==> config.mk <==
export PLATFORM = sky130hd
export DESIGN_NAME = digit_glyph_fetch_sched_flat
export DESIGN_NICKNAME = d
export VERILOG_FILES = /design/src/rtl/digit_glyph_fetch_sched_pkg.sv /design/src/rtl/digit_glyph_fetch_sched_if.sv /design/src/rtl/digit_glyph_fetch_sched_field_decode.sv /design/src/rtl/digit_glyph_fetch_sched.sv /design/src/flat_wrapper.sv
export SDC_FILE = /design/constraint.sdc
export NUM_CORES = 1
export LEC_CHECK = 0
export BUFFER_PORTS_ARGS = -buffer_cell sky130_fd_sc_hd__buf_2
export CAP_MARGIN = 15
export CORE_UTILIZATION = 50
export DETAILED_ROUTE_END_ITERATION = 6
export GPL_ROUTABILITY_DRIVEN = 0
export PLACE_DENSITY = 0.73
export SYNTH_ARGS = -nofsm -noshare
export SYNTH_HDL_FRONTEND = slang
export SYNTH_SLANG_ARGS = --single-unit
==> constraint.sdc <==
create_clock -name clock -period 9.8 [get_ports clock]
set_input_delay 0 -clock clock [delete_from_list [all_inputs] [get_ports clock]]
set_output_delay 0 -clock clock [all_outputs]
set_load 0.03 [all_outputs]
==> src/rtl/digit_glyph_fetch_sched_pkg.sv <==
// ---------------------------------------------------------------------------
// digit_layout_pkg
// Shared layout constants for the erg display digit overlay: screen width,
// glyph geometry, the six digit-field origins, the update FSM state encoding
// and a helper that forms a glyph ROM word offset.
// No ports (package).
// ---------------------------------------------------------------------------
package digit_layout_pkg;

  localparam int SCREEN_W   = 640;
  localparam int GLYPH_W    = 22;
  localparam int GLYPH_H    = 28;
  localparam int GLYPH_SIZE = 616;
  localparam int NUM_FIELDS = 6;

  localparam logic [3:0] DIGIT_BLANK = 4'hF;

  // Field order is also match priority: a lower index wins.
  localparam int FIELD_X0 [NUM_FIELDS] = '{160, 160, 200, 532, 568, 594};
  localparam int FIELD_Y0 [NUM_FIELDS] = '{ 29,  78,  78,  29,  29,  29};

  typedef enum logic [1:0] {
    UPD_IDLE   = 2'd0,
    UPD_DIRTY  = 2'd1,
    UPD_COMMIT = 2'd2
  } upd_state_e;

  // Word offset of a glyph pixel, formed in 19 bits; the caller truncates
  // to the ROM address width.
  function automatic logic [18:0] glyph_offset(input logic [3:0] digit,
                                               input logic [4:0] y_off,
                                               input logic [4:0] x_off);
    return 19'(digit) * 19'(GLYPH_SIZE) + 19'(y_off) * 19'(GLYPH_W) + 19'(x_off);
  endfunction

  // 0..9 and blank are legal digit codes; 10..14 are not.
  function automatic logic digit_legal(input logic [3:0] digit);
    return (digit <= 4'd9) || (digit == DIGIT_BLANK);
  endfunction

endpackage

==> src/rtl/digit_glyph_fetch_sched_if.sv <==
// ---------------------------------------------------------------------------
// digit_glyph_fetch_sched_if
// Bundles the raster, digit-update, glyph ROM and pixel-output signals of
// the glyph fetch scheduler.
//   master : the surrounding system (raster source, stats logic, glyph ROM,
//            pixel consumer)
//   slave  : the scheduler itself
// Signals: ADDR/addr_valid/frame_start (raster), upd_* (digit update
// handshake), rom_rd/rom_addr/rom_q (glyph ROM), out_valid/glyph_hit/
// glyph_pix (pixel out), err_sticky (illegal update flag).
// ---------------------------------------------------------------------------
interface digit_glyph_fetch_sched_if #(
  parameter int PIX_W  = 8,
  parameter int ROM_AW = 13
) ();

  logic [18:0]       ADDR;
  logic              addr_valid;
  logic              frame_start;

  logic              upd_valid;
  logic              upd_ready;
  logic [2:0]        upd_field;
  logic [3:0]        upd_digit;

  logic              rom_rd;
  logic [ROM_AW-1:0] rom_addr;
  logic [PIX_W-1:0]  rom_q;

  logic              out_valid;
  logic              glyph_hit;
  logic [PIX_W-1:0]  glyph_pix;
  logic              err_sticky;

  modport master (
    output ADDR, addr_valid, frame_start,
    output upd_valid, upd_field, upd_digit,
    output rom_q,
    input  upd_ready, rom_rd, rom_addr,
    input  out_valid, glyph_hit, glyph_pix, err_sticky
  );

  modport slave (
    input  ADDR, addr_valid, frame_start,
    input  upd_valid, upd_field, upd_digit,
    input  rom_q,
    output upd_ready, rom_rd, rom_addr,
    output out_valid, glyph_hit, glyph_pix, err_sticky
  );

endinterface

==> src/rtl/digit_glyph_fetch_sched_field_decode.sv <==
// ---------------------------------------------------------------------------
// digit_field_decode
// Combinational test of a screen coordinate against the six digit fields.
//   x_i, y_i      : pixel column / row
//   field_hit_o   : coordinate lies inside some field
//   field_idx_o   : index of the first matching field
//   x_off_o/y_off_o : offset of the pixel inside that field's glyph box
// ---------------------------------------------------------------------------
module digit_field_decode
  import digit_layout_pkg::*;
(
  input  logic [9:0] x_i,
  input  logic [9:0] y_i,
  output logic       field_hit_o,
  output logic [2:0] field_idx_o,
  output logic [4:0] x_off_o,
  output logic [4:0] y_off_o
);

  // Scanned from the highest index down so the lowest matching index is the
  // one left standing.
  always_comb begin
    field_hit_o = 1'b0;
    field_idx_o = '0;
    x_off_o     = '0;
    y_off_o     = '0;
    for (int i = NUM_FIELDS - 1; i >= 0; i--) begin
      if ((x_i >= 10'(FIELD_X0[i])) && (x_i <= 10'(FIELD_X0[i] + GLYPH_W - 1)) &&
          (y_i >= 10'(FIELD_Y0[i])) && (y_i <= 10'(FIELD_Y0[i] + GLYPH_H - 1))) begin
        field_hit_o = 1'b1;
        field_idx_o = 3'(i);
        x_off_o     = 5'(x_i - 10'(FIELD_X0[i]));
        y_off_o     = 5'(y_i - 10'(FIELD_Y0[i]));
      end
    end
  end

endmodule

==> src/rtl/digit_glyph_fetch_sched.sv <==
// ---------------------------------------------------------------------------
// digit_glyph_fetch_sched
// Per-pixel scheduler sharing one glyph ROM among the six stat-digit fields.
// Pipeline: S1 splits ADDR into x/y, S2 decodes the field and issues the ROM
// read, then ROM_LAT cycles later the glyph pixel is presented with out_valid.
// Digit updates land in a shadow bank and are copied to the active bank only
// in the COMMIT state that follows a frame_start.
// Ports:
//   clock  : system clock
//   resetn : asynchronous reset, active low
//   bus    : digit_glyph_fetch_sched_if.slave (raster, update, ROM, output)
//
// Update FSM
//   state  | meaning
//   IDLE   | shadow equals active, nothing pending
//   DIRTY  | shadow holds at least one new digit awaiting frame_start
//   COMMIT | copying shadow to active; updates held off for this cycle
// ---------------------------------------------------------------------------
module digit_glyph_fetch_sched
  import digit_layout_pkg::*;
#(
  parameter int ROM_LAT = 1,
  parameter int PIX_W   = 8,
  parameter int ROM_AW  = 13
) (
  input  logic                     clock,
  input  logic                     resetn,
  digit_glyph_fetch_sched_if.slave bus
);

  localparam logic [1:0] ST_IDLE   = 2'(UPD_IDLE);
  localparam logic [1:0] ST_DIRTY  = 2'(UPD_DIRTY);
  localparam logic [1:0] ST_COMMIT = 2'(UPD_COMMIT);

  // Digit banks
  logic [3:0] shadow_q [NUM_FIELDS];
  logic [3:0] active_q [NUM_FIELDS];

  // Update FSM
  logic [1:0] state_q, state_d;
  logic       err_q, err_d;
  logic       upd_ready;
  logic       upd_fire;
  logic       upd_legal;
  logic       shadow_wr;

  assign upd_ready = (state_q != ST_COMMIT);
  assign upd_fire  = bus.upd_valid && upd_ready;
  assign upd_legal = (bus.upd_field < 3'(NUM_FIELDS)) && digit_legal(bus.upd_digit);

  always_comb begin
    state_d   = state_q;
    err_d     = err_q;
    shadow_wr = 1'b0;
    if (upd_fire) begin
      if (upd_legal) shadow_wr = 1'b1;
      else           err_d     = 1'b1;
    end
    case (state_q)
      ST_IDLE: begin
        // A legal update arriving with frame_start joins this frame's commit.
        if (shadow_wr) state_d = bus.frame_start ? ST_COMMIT : ST_DIRTY;
      end
      ST_DIRTY: begin
        if (bus.frame_start) state_d = ST_COMMIT;
      end
      ST_COMMIT: state_d = ST_IDLE;
      default:   state_d = ST_IDLE;
    endcase
  end

  always_ff @(posedge clock or negedge resetn) begin
    if (!resetn) begin
      state_q <= ST_IDLE;
      err_q   <= 1'b0;
      for (int i = 0; i < NUM_FIELDS; i++) begin
        shadow_q[i] <= DIGIT_BLANK;
        active_q[i] <= DIGIT_BLANK;
      end
    end else begin
      state_q <= state_d;
      err_q   <= err_d;
      for (int i = 0; i < NUM_FIELDS; i++) begin
        if (shadow_wr && (bus.upd_field == 3'(i))) shadow_q[i] <= bus.upd_digit;
        if (state_q == ST_COMMIT)                  active_q[i] <= shadow_q[i];
      end
    end
  end

  // S1: raster address to x/y
  logic       s1_vld_q;
  logic [9:0] x_q, y_q, x_d, y_d;

  // y is kept 10 bits wide so out-of-frame addresses cannot alias onto a field.
  assign x_d = 10'(bus.ADDR % 19'(SCREEN_W));
  assign y_d = 10'(bus.ADDR / 19'(SCREEN_W));

  always_ff @(posedge clock or negedge resetn) begin
    if (!resetn) begin
      s1_vld_q <= 1'b0;
      x_q      <= '0;
      y_q      <= '0;
    end else begin
      s1_vld_q <= bus.addr_valid;
      if (bus.addr_valid) begin
        x_q <= x_d;
        y_q <= y_d;
      end
    end
  end

  // S2: field decode and ROM read issue
  logic              fld_hit;
  logic [2:0]        fld_idx;
  logic [4:0]        x_off, y_off;
  logic [3:0]        fld_digit;
  logic              s2_hit_d;
  logic [ROM_AW-1:0] rom_addr_d;
  logic              s2_vld_q;
  logic              rom_rd_q;
  logic [ROM_AW-1:0] rom_addr_q;

  digit_field_decode u_decode (
    .x_i         (x_q),
    .y_i         (y_q),
    .field_hit_o (fld_hit),
    .field_idx_o (fld_idx),
    .x_off_o     (x_off),
    .y_off_o     (y_off)
  );

  always_comb begin
    fld_digit = DIGIT_BLANK;
    for (int i = 0; i < NUM_FIELDS; i++) begin
      if (fld_idx == 3'(i)) fld_digit = active_q[i];
    end
  end

  assign s2_hit_d   = s1_vld_q && fld_hit && (fld_digit != DIGIT_BLANK);
  assign rom_addr_d = s2_hit_d ? ROM_AW'(glyph_offset(fld_digit, y_off, x_off)) : '0;

  always_ff @(posedge clock or negedge resetn) begin
    if (!resetn) begin
      s2_vld_q   <= 1'b0;
      rom_rd_q   <= 1'b0;
      rom_addr_q <= '0;
    end else begin
      s2_vld_q   <= s1_vld_q;
      rom_rd_q   <= s2_hit_d;
      rom_addr_q <= rom_addr_d;
    end
  end

  // ROM latency alignment: valid/hit ride a ROM_LAT-deep shift register so
  // they line up with rom_q. Index 0 of the *_sr vectors is the S2 value.
  logic [ROM_LAT:0]   vld_sr, hit_sr;
  logic [ROM_LAT-1:0] vld_pipe_q, hit_pipe_q;

  assign vld_sr = {vld_pipe_q, s2_vld_q};
  assign hit_sr = {hit_pipe_q, rom_rd_q};

  always_ff @(posedge clock or negedge resetn) begin
    if (!resetn) begin
      vld_pipe_q <= '0;
      hit_pipe_q <= '0;
    end else begin
      vld_pipe_q <= vld_sr[ROM_LAT-1:0];
      hit_pipe_q <= hit_sr[ROM_LAT-1:0];
    end
  end

  logic [PIX_W-1:0] pix_mux;
  assign pix_mux = hit_sr[ROM_LAT] ? bus.rom_q : '0;

  assign bus.upd_ready  = upd_ready;
  assign bus.rom_rd     = rom_rd_q;
  assign bus.rom_addr   = rom_addr_q;
  assign bus.out_valid  = vld_sr[ROM_LAT];
  assign bus.glyph_hit  = hit_sr[ROM_LAT];
  assign bus.glyph_pix  = pix_mux;
  assign bus.err_sticky = err_q;

endmodule
==> src/flat_wrapper.sv <==
// flat-port wrapper written by rule: the top's interface ports become plain ports
module digit_glyph_fetch_sched_flat import digit_layout_pkg::*;
#(
  parameter int ROM_LAT = 1,
  parameter int PIX_W   = 8,
  parameter int ROM_AW  = 13
)
  (clock, resetn, bus_ADDR, bus_addr_valid, bus_frame_start, bus_upd_valid, bus_upd_field, bus_upd_digit, bus_rom_q, bus_upd_ready, bus_rom_rd, bus_rom_addr, bus_out_valid, bus_glyph_hit, bus_glyph_pix, bus_err_sticky);
  digit_glyph_fetch_sched_if #(.PIX_W(PIX_W), .ROM_AW(ROM_AW)) bus_i ();
  input  logic clock;
  input  logic resetn;
  input wire logic [$bits(bus_i.ADDR)-1:0] bus_ADDR;
  input wire logic [$bits(bus_i.addr_valid)-1:0] bus_addr_valid;
  input wire logic [$bits(bus_i.frame_start)-1:0] bus_frame_start;
  input wire logic [$bits(bus_i.upd_valid)-1:0] bus_upd_valid;
  input wire logic [$bits(bus_i.upd_field)-1:0] bus_upd_field;
  input wire logic [$bits(bus_i.upd_digit)-1:0] bus_upd_digit;
  input wire logic [$bits(bus_i.rom_q)-1:0] bus_rom_q;
  output wire logic [$bits(bus_i.upd_ready)-1:0] bus_upd_ready;
  output wire logic [$bits(bus_i.rom_rd)-1:0] bus_rom_rd;
  output wire logic [$bits(bus_i.rom_addr)-1:0] bus_rom_addr;
  output wire logic [$bits(bus_i.out_valid)-1:0] bus_out_valid;
  output wire logic [$bits(bus_i.glyph_hit)-1:0] bus_glyph_hit;
  output wire logic [$bits(bus_i.glyph_pix)-1:0] bus_glyph_pix;
  output wire logic [$bits(bus_i.err_sticky)-1:0] bus_err_sticky;
  assign bus_i.ADDR = bus_ADDR;
  assign bus_i.addr_valid = bus_addr_valid;
  assign bus_i.frame_start = bus_frame_start;
  assign bus_i.upd_valid = bus_upd_valid;
  assign bus_i.upd_field = bus_upd_field;
  assign bus_i.upd_digit = bus_upd_digit;
  assign bus_i.rom_q = bus_rom_q;
  assign bus_upd_ready = bus_i.upd_ready;
  assign bus_rom_rd = bus_i.rom_rd;
  assign bus_rom_addr = bus_i.rom_addr;
  assign bus_out_valid = bus_i.out_valid;
  assign bus_glyph_hit = bus_i.glyph_hit;
  assign bus_glyph_pix = bus_i.glyph_pix;
  assign bus_err_sticky = bus_i.err_sticky;
  digit_glyph_fetch_sched #(.ROM_LAT(ROM_LAT), .PIX_W(PIX_W), .ROM_AW(ROM_AW)) u_core (.clock(clock), .resetn(resetn), .bus(bus_i));
endmodule
Yosys cells after proc, flatten, opt, wreduce, memory -nomap -nowiden
Cells that the tools add are included. Widths: inputs -> output; s select.

Bits in registers: 89. Word-level logic and storage cells: 140. Output and inout bits: 26.

Reductions and logical operators: 33. Magnitude comparators: 16. Muxes and demuxes: 38. Add/sub/neg operators: 9. Equality and inequality tests: 17. Bitwise logic cells: 1. $mul: 2. Div/mod/pow operators: 2.

Operators with widths (count): $mux 5 (12); $ge 10x10->1 const B (3); $le 10x10->1 const B (3); $logic_and 1x1->1 (27); $mux 4 (6); $ge 10x8->1 const B (2); $le 10x8->1 const B (2); $sub 5x5->5 const B (4); $div 19x10->19 const B (1); $mod 19x10->19 const B (1); $mux 3 (6); $add 13x10->13 (1); $add 13x5->13 (1); $mux 13 (1); $eq 3x2->1 const B (4); $eq 3x3->1 const B (4); $ge 10x5->1 const B (1); $ge 10x7->1 const B (1); $le 10x6->1 const B (1); $le 10x7->1 const B (1); $mul 4x7->10 const B (1); $sub 5x4->5 const B (2); $mul 5x4->9 const B (1); $mux 1 (8); 18 further kinds (24).

Longest topological paths before layout
Depth after elaboration: 21. Gate-level depth with buffers: 31.

Cells and area by module
A second synthesis with hierarchy kept.

Cell total of the unflattened synthesis: 810. Area total of the unflattened synthesis: 7312.0 um2.

By module, submodules not included: digit_glyph_fetch_sched (area each 6322.3 um2, cells each 675, times used 1); digit_field_decode (area each 989.7 um2, cells each 135, times used 1).

Least setup slack after synthesis
OpenSTA, ideal clock, no wires.

Path kind: register to register. Start: register u_core.y_q[1]. End: register u_core.rom_addr_q[12] (netlist: u_core.bus.rom_addr[12]). Data required time: 9714 ps. Buffers on the path: 1. Slack: 3498 ps. Cell stages (with the launch flop): 31. Library setup time: 86 ps. Arrival time: 6216 ps. Cell sequence: dfrtp_1 inv_1 ha_1 nor2b_1 or4_1 a211oi_2 and4b_1 clkbuf_1 nor3_1 nor2_1 nor3_1 a211oi_1 ha_1 inv_1 fa_1 inv_1 ha_1 a21oi_1 o21bai_1 a21oi_1 xnor2_1 xnor2_1 ha_1 ha_1 a21boi_0 o21ai_0 nand2b_1 a21o_1 a211o_1 and3b_1 nor3_1.

Word-level cells in the longest chain between the ends: 20.

Ends and longest elaborated chain: start: declaration (RTL line digit_glyph_fetch_sched.sv:92) `logic [9:0] x_q, y_q, x_d, y_d;`; start signal: assignment (RTL line digit_glyph_fetch_sched.sv:107) `y_q <= y_d;`; $ge 10x5->1 (RTL line digit_glyph_fetch_sched_field_decode.sv:29) `(y_i >= 10'(FIELD_Y0[i])) && (y_i <= 10'(FIELD_Y0[i] + GLYPH_H - 1))) begin`; $logic_and 1x1->1 (RTL line digit_glyph_fetch_sched_field_decode.sv:28) `if ((x_i >= 10'(FIELD_X0[i])) && (x_i <= 10'(FIELD_X0[i] + GLYPH_W - 1)) &&`; $logic_and 1x1->1 (RTL line digit_glyph_fetch_sched_field_decode.sv:29); $mux 3 (6 in a row) (RTL line digit_glyph_fetch_sched_field_decode.sv:28); $logic_not 3->1 (RTL line digit_glyph_fetch_sched.sv:135) `if (fld_idx == 3'(i)) fld_digit = active_q[i];`; $mux 4 (6 in a row) (RTL line digit_glyph_fetch_sched.sv:135); $mul 4x7->10 (RTL line digit_glyph_fetch_sched_pkg.sv:33) `return 19'(digit) * 19'(GLYPH_SIZE) + 19'(y_off) * 19'(GLYPH_W) + 19'(x_off);`; $add 13x10->13 (RTL line digit_glyph_fetch_sched_pkg.sv:33); $add 13x5->13 (RTL line digit_glyph_fetch_sched_pkg.sv:33); $mux 13 * (RTL line digit_glyph_fetch_sched.sv:140) `assign rom_addr_d = s2_hit_d ? ROM_AW'(glyph_offset(fld_digit, y_off, x_off)) : '0;`; named net u_core.rom_addr_d[12] (RTL line digit_glyph_fetch_sched.sv:118) `logic [ROM_AW-1:0] rom_addr_d;`; end signal: assignment (RTL line digit_glyph_fetch_sched.sv:150) `rom_addr_q <= rom_addr_d;`; end: declaration (RTL line digit_glyph_fetch_sched.sv:121) `logic [ROM_AW-1:0] rom_addr_q;`.

Mark *: on every way through the listed nets, which the timed path passes. The rest lies on a longest branch. A chain may end at the register's enable or synchronous reset.

Worst setup path after layout
Ends and elaborated chain as after synthesis.

==> flow_summary.json <==
{
  "r2r_cells": 29,
  "status": "finished clean",
  "max_cap_viol_count": 0,
  "slew_viol_final": 0,
  "cts_tree": "done",
  "r2r_end": "u_core.bus.rom_addr[12]",
  "routedWlPerCell_um": 15.5,
  "fin_skew_ps": 9.41,
  "cp-end-kind": "flip-flop",
  "finalSetupViolCount": 0,
  "antenna_found_initial": 0,
  "die_h_um": 122,
  "leakagePower_uw": 0.00363,
  "diodes": 0,
  "synth-edff-count": 0,
  "firstDrtPassIters": 6,
  "insertion_delay_ps": 350,
  "grt_max_degree": 72,
  "cp_max_fo": 7,
  "grt_usage_pct": 22.2,
  "fin_crit_sh_pct": 70.0,
  "synthArstFlopShare_pct": 100,
  "slowest_delay_ps": 450,
  "synth_adder_area_share_pct": 12.3,
  "rows": 43,
  "grt_pass1_vias": 5474,
  "period_needed_ps": 6860,
  "drcViolationCount": 0,
  "synth_ff_type": "dfstp_2",
  "root_buffer": "clkbuf_16",
  "fmax_mhz": 146,
  "worst_hold_path_type": "in -> reg",
  "cp-start-kind": "flip-flop",
  "dieWidth_um": 122,
  "synth_cells": 804,
  "yosysSeqAreaShare_pct": 31.9,
  "drtIter0Drc": 423,
  "drive_gt1_share_pct": 22.9,
  "fillers": 1264,
  "hold_end": "u_core.shadow_q[11]",
  "holdPathStages": 2,
  "synth_top_family_by_area": "simple AND/OR/NAND/NOR gates",
  "drt-total-wl_um": 16000,
  "num_vias": 6028,
  "gr-total-overflow": 0,
  "mostFrequentLayoutCells": "105 x nand2_1, 63 x buf_2, 60 x ha_1",
  "cts_buffers": 9,
  "final_common_cell": "nand2_1",
  "post-route-util_pct": 56.8,
  "r2r-start": "u_core.y_q[1]",
  "synth_mux_area_share_pct": 4.93,
  "start_util_pct": 51.5,
  "reg2reg_setup_slack_ps": 2940,
  "yosysTopAreaCell": "dfstp_2",
  "critPathKind": "reg -> reg",
  "worstMarginPinSlew_ps": 856,
  "hold_violations": 0,
  "vdd_drop_max_mv": 0.0908,
  "fin_tns_setup_ps": 0,
  "synth-seq-cells": 89,
  "yosysWarnings": 0,
  "crit_required_ps": 10050,
  "synth-compound-area-share_pct": 21.0,
  "rsz0062_at_grt": "false",
  "crit_arrival_ps": 7120,
  "powerDensity_mw_per_mm2": 193,
  "path_clk_slew_ps": 70,
  "die-area_mm2": 0.0148,
  "detail_route.vias_per_cell": 5.82,
  "ys_top_cells_by_area": "dfstp_2 18%, dfrtp_1 14%, ha_1 10%",
  "synth_xor_area_share_pct": 2.32,
  "io_pins": 65,
  "yosys.cell_types.count": 93,
  "avgSynthCellArea_um2": 8.93,
  "cts.sinks": 89,
  "postRouteAntennaNets": 0,
  "portBuffers": 64,
  "synth_nets": 909,
  "min-delay-start": "bus_upd_digit[3]",
  "dp_hpwl_um": 11600,
  "grt_first_pass_wirelength_um": 26500,
  "synth_simple_gate_area_share_pct": 21.3,
  "core_mm2": 0.0139,
  "cts_resized": 0,
  "fin_nets": 955,
  "area_growth_pct": 10.3,
  "cpMaxStageDelayCell": "dfrtp_1",
  "slew_headroom_pct": 42.9,
  "crit_path_frequent_cell": "ha_1",
  "clock_path_buffers": 2,
  "synthesis.area_mm2": 0.00718,
  "htree_levels": 3,
  "synth_top_cell_area_share_pct": 17.6
}
-- logic make-up after synthesis --
family,after synthesis
AND/OR/NAND/NOR,298
buffers and inverters,93
XOR/XNOR,19
multiplexers,32
adder cells (fa/ha/maj),67
AO/OA/AOI/OAI,206
flip-flops,89
-- flip-flops by register name, indices dropped and copies added, names as in the netlist, 2 cells and up --
| register | flops |
|---|---|
| u_core.bus.rom_addr | 13 |
| u_core.shadow_q | 24 |
| u_core.x_q | 10 |
| u_core.y_q | 10 |
| u_core.active_q | 24 |
| u_core.state_q | 2 |
-- final cells by class --
type                       instances  area (µm²)  share of cell area, %
multi-input combinational        622        4440                   56.1
timing repair buffer              78         455                   5.75
tap                              180         225                   2.84
sequential                        89        2290                   28.9
clock inverter                     5        67.6                  0.853
inverter                          50         188                   2.37
clock buffer                      11         254                   3.21
-- stage by stage --
step           instances  hold slack, ps  area (µm²)  setup slack [ps]  power [µW]
3_3_place_gp        1008            -106        7480              3140        1140
5_1_grt             1035            29.1        7920              2450        1640
3_5_place_dp        1008            -108        7480              2990        1160
4_1_cts             1035            9.66        7920              2930        1540
6_report            1035            35.6        7920              2940        1530
2_1_floorplan        804            -296        7180              3500        1030
-- where the power goes --
| group | switching, µW | leakage [µW] | total, µW | internal (µW) |
|---|---|---|---|---|
| Combinational | 332 | 0.00245 | 596 | 264 |
| Clock | 150 | 0.000158 | 368 | 217 |
| Sequential | 61.0 | 0.00102 | 565 | 504 |
| Total | 543 | 0.00363 | 1530 | 986 |
-- worst max-delay path, delay by kind of cell, from the launching register on --
kind / cells / cell delay (ps)
AOI/OAI and AO/OA: 9 / 2170
xor gates and xnor gates: 2 / 300
adders and majority gates: 6 / 1820
buffers and inverters: 3 / 290
DFF: 1 / 450
and+or+nand+nor: 9 / 1740
-- what timing repair did --
item	4_1_cts	5_1_grt
endpoints found under the hold margin	29	0
buffers inserted	0	0
hold buffers	11	0
-- layer usage --
metal	up-vias	routed length, µm	track usage (%)
li1	2983	-	-
met1	2856	7460	31.0
met2	172	7700	36.2
met3	17	687	2.90
met4	0	183	5.02
met5	-	0	0
-- how the worst max path moves through the flow --
stage / from / to
2_1_floorplan: u_core.y_q[1] / u_core.bus.rom_addr[12]
3_3_place_gp: u_core.y_q[1] / u_core.bus.rom_addr[12]
3_5_place_dp: u_core.y_q[1] / u_core.bus.rom_addr[12]
4_1_cts: u_core.y_q[1] / u_core.bus.rom_addr[12]
5_1_grt: u_core.y_q[1] / u_core.bus.rom_addr[12]
6_report: u_core.y_q[1] / u_core.bus.rom_addr[12]
-- synthesized netlist by cell type, types with 12 or more instances --
library cell,number
mux2_2,27
a21oi_1,35
o21ai_0,48
nand3_1,12
nand2_1,105
clkbuf_1,22
inv_1,48
nor2_1,50
and2_1,20
ha_1,60
dfstp_2,48
nor3_1,27
dfrtp_1,41
xnor2_1,17
Note: power is estimated with default switching activity, not from simulation.
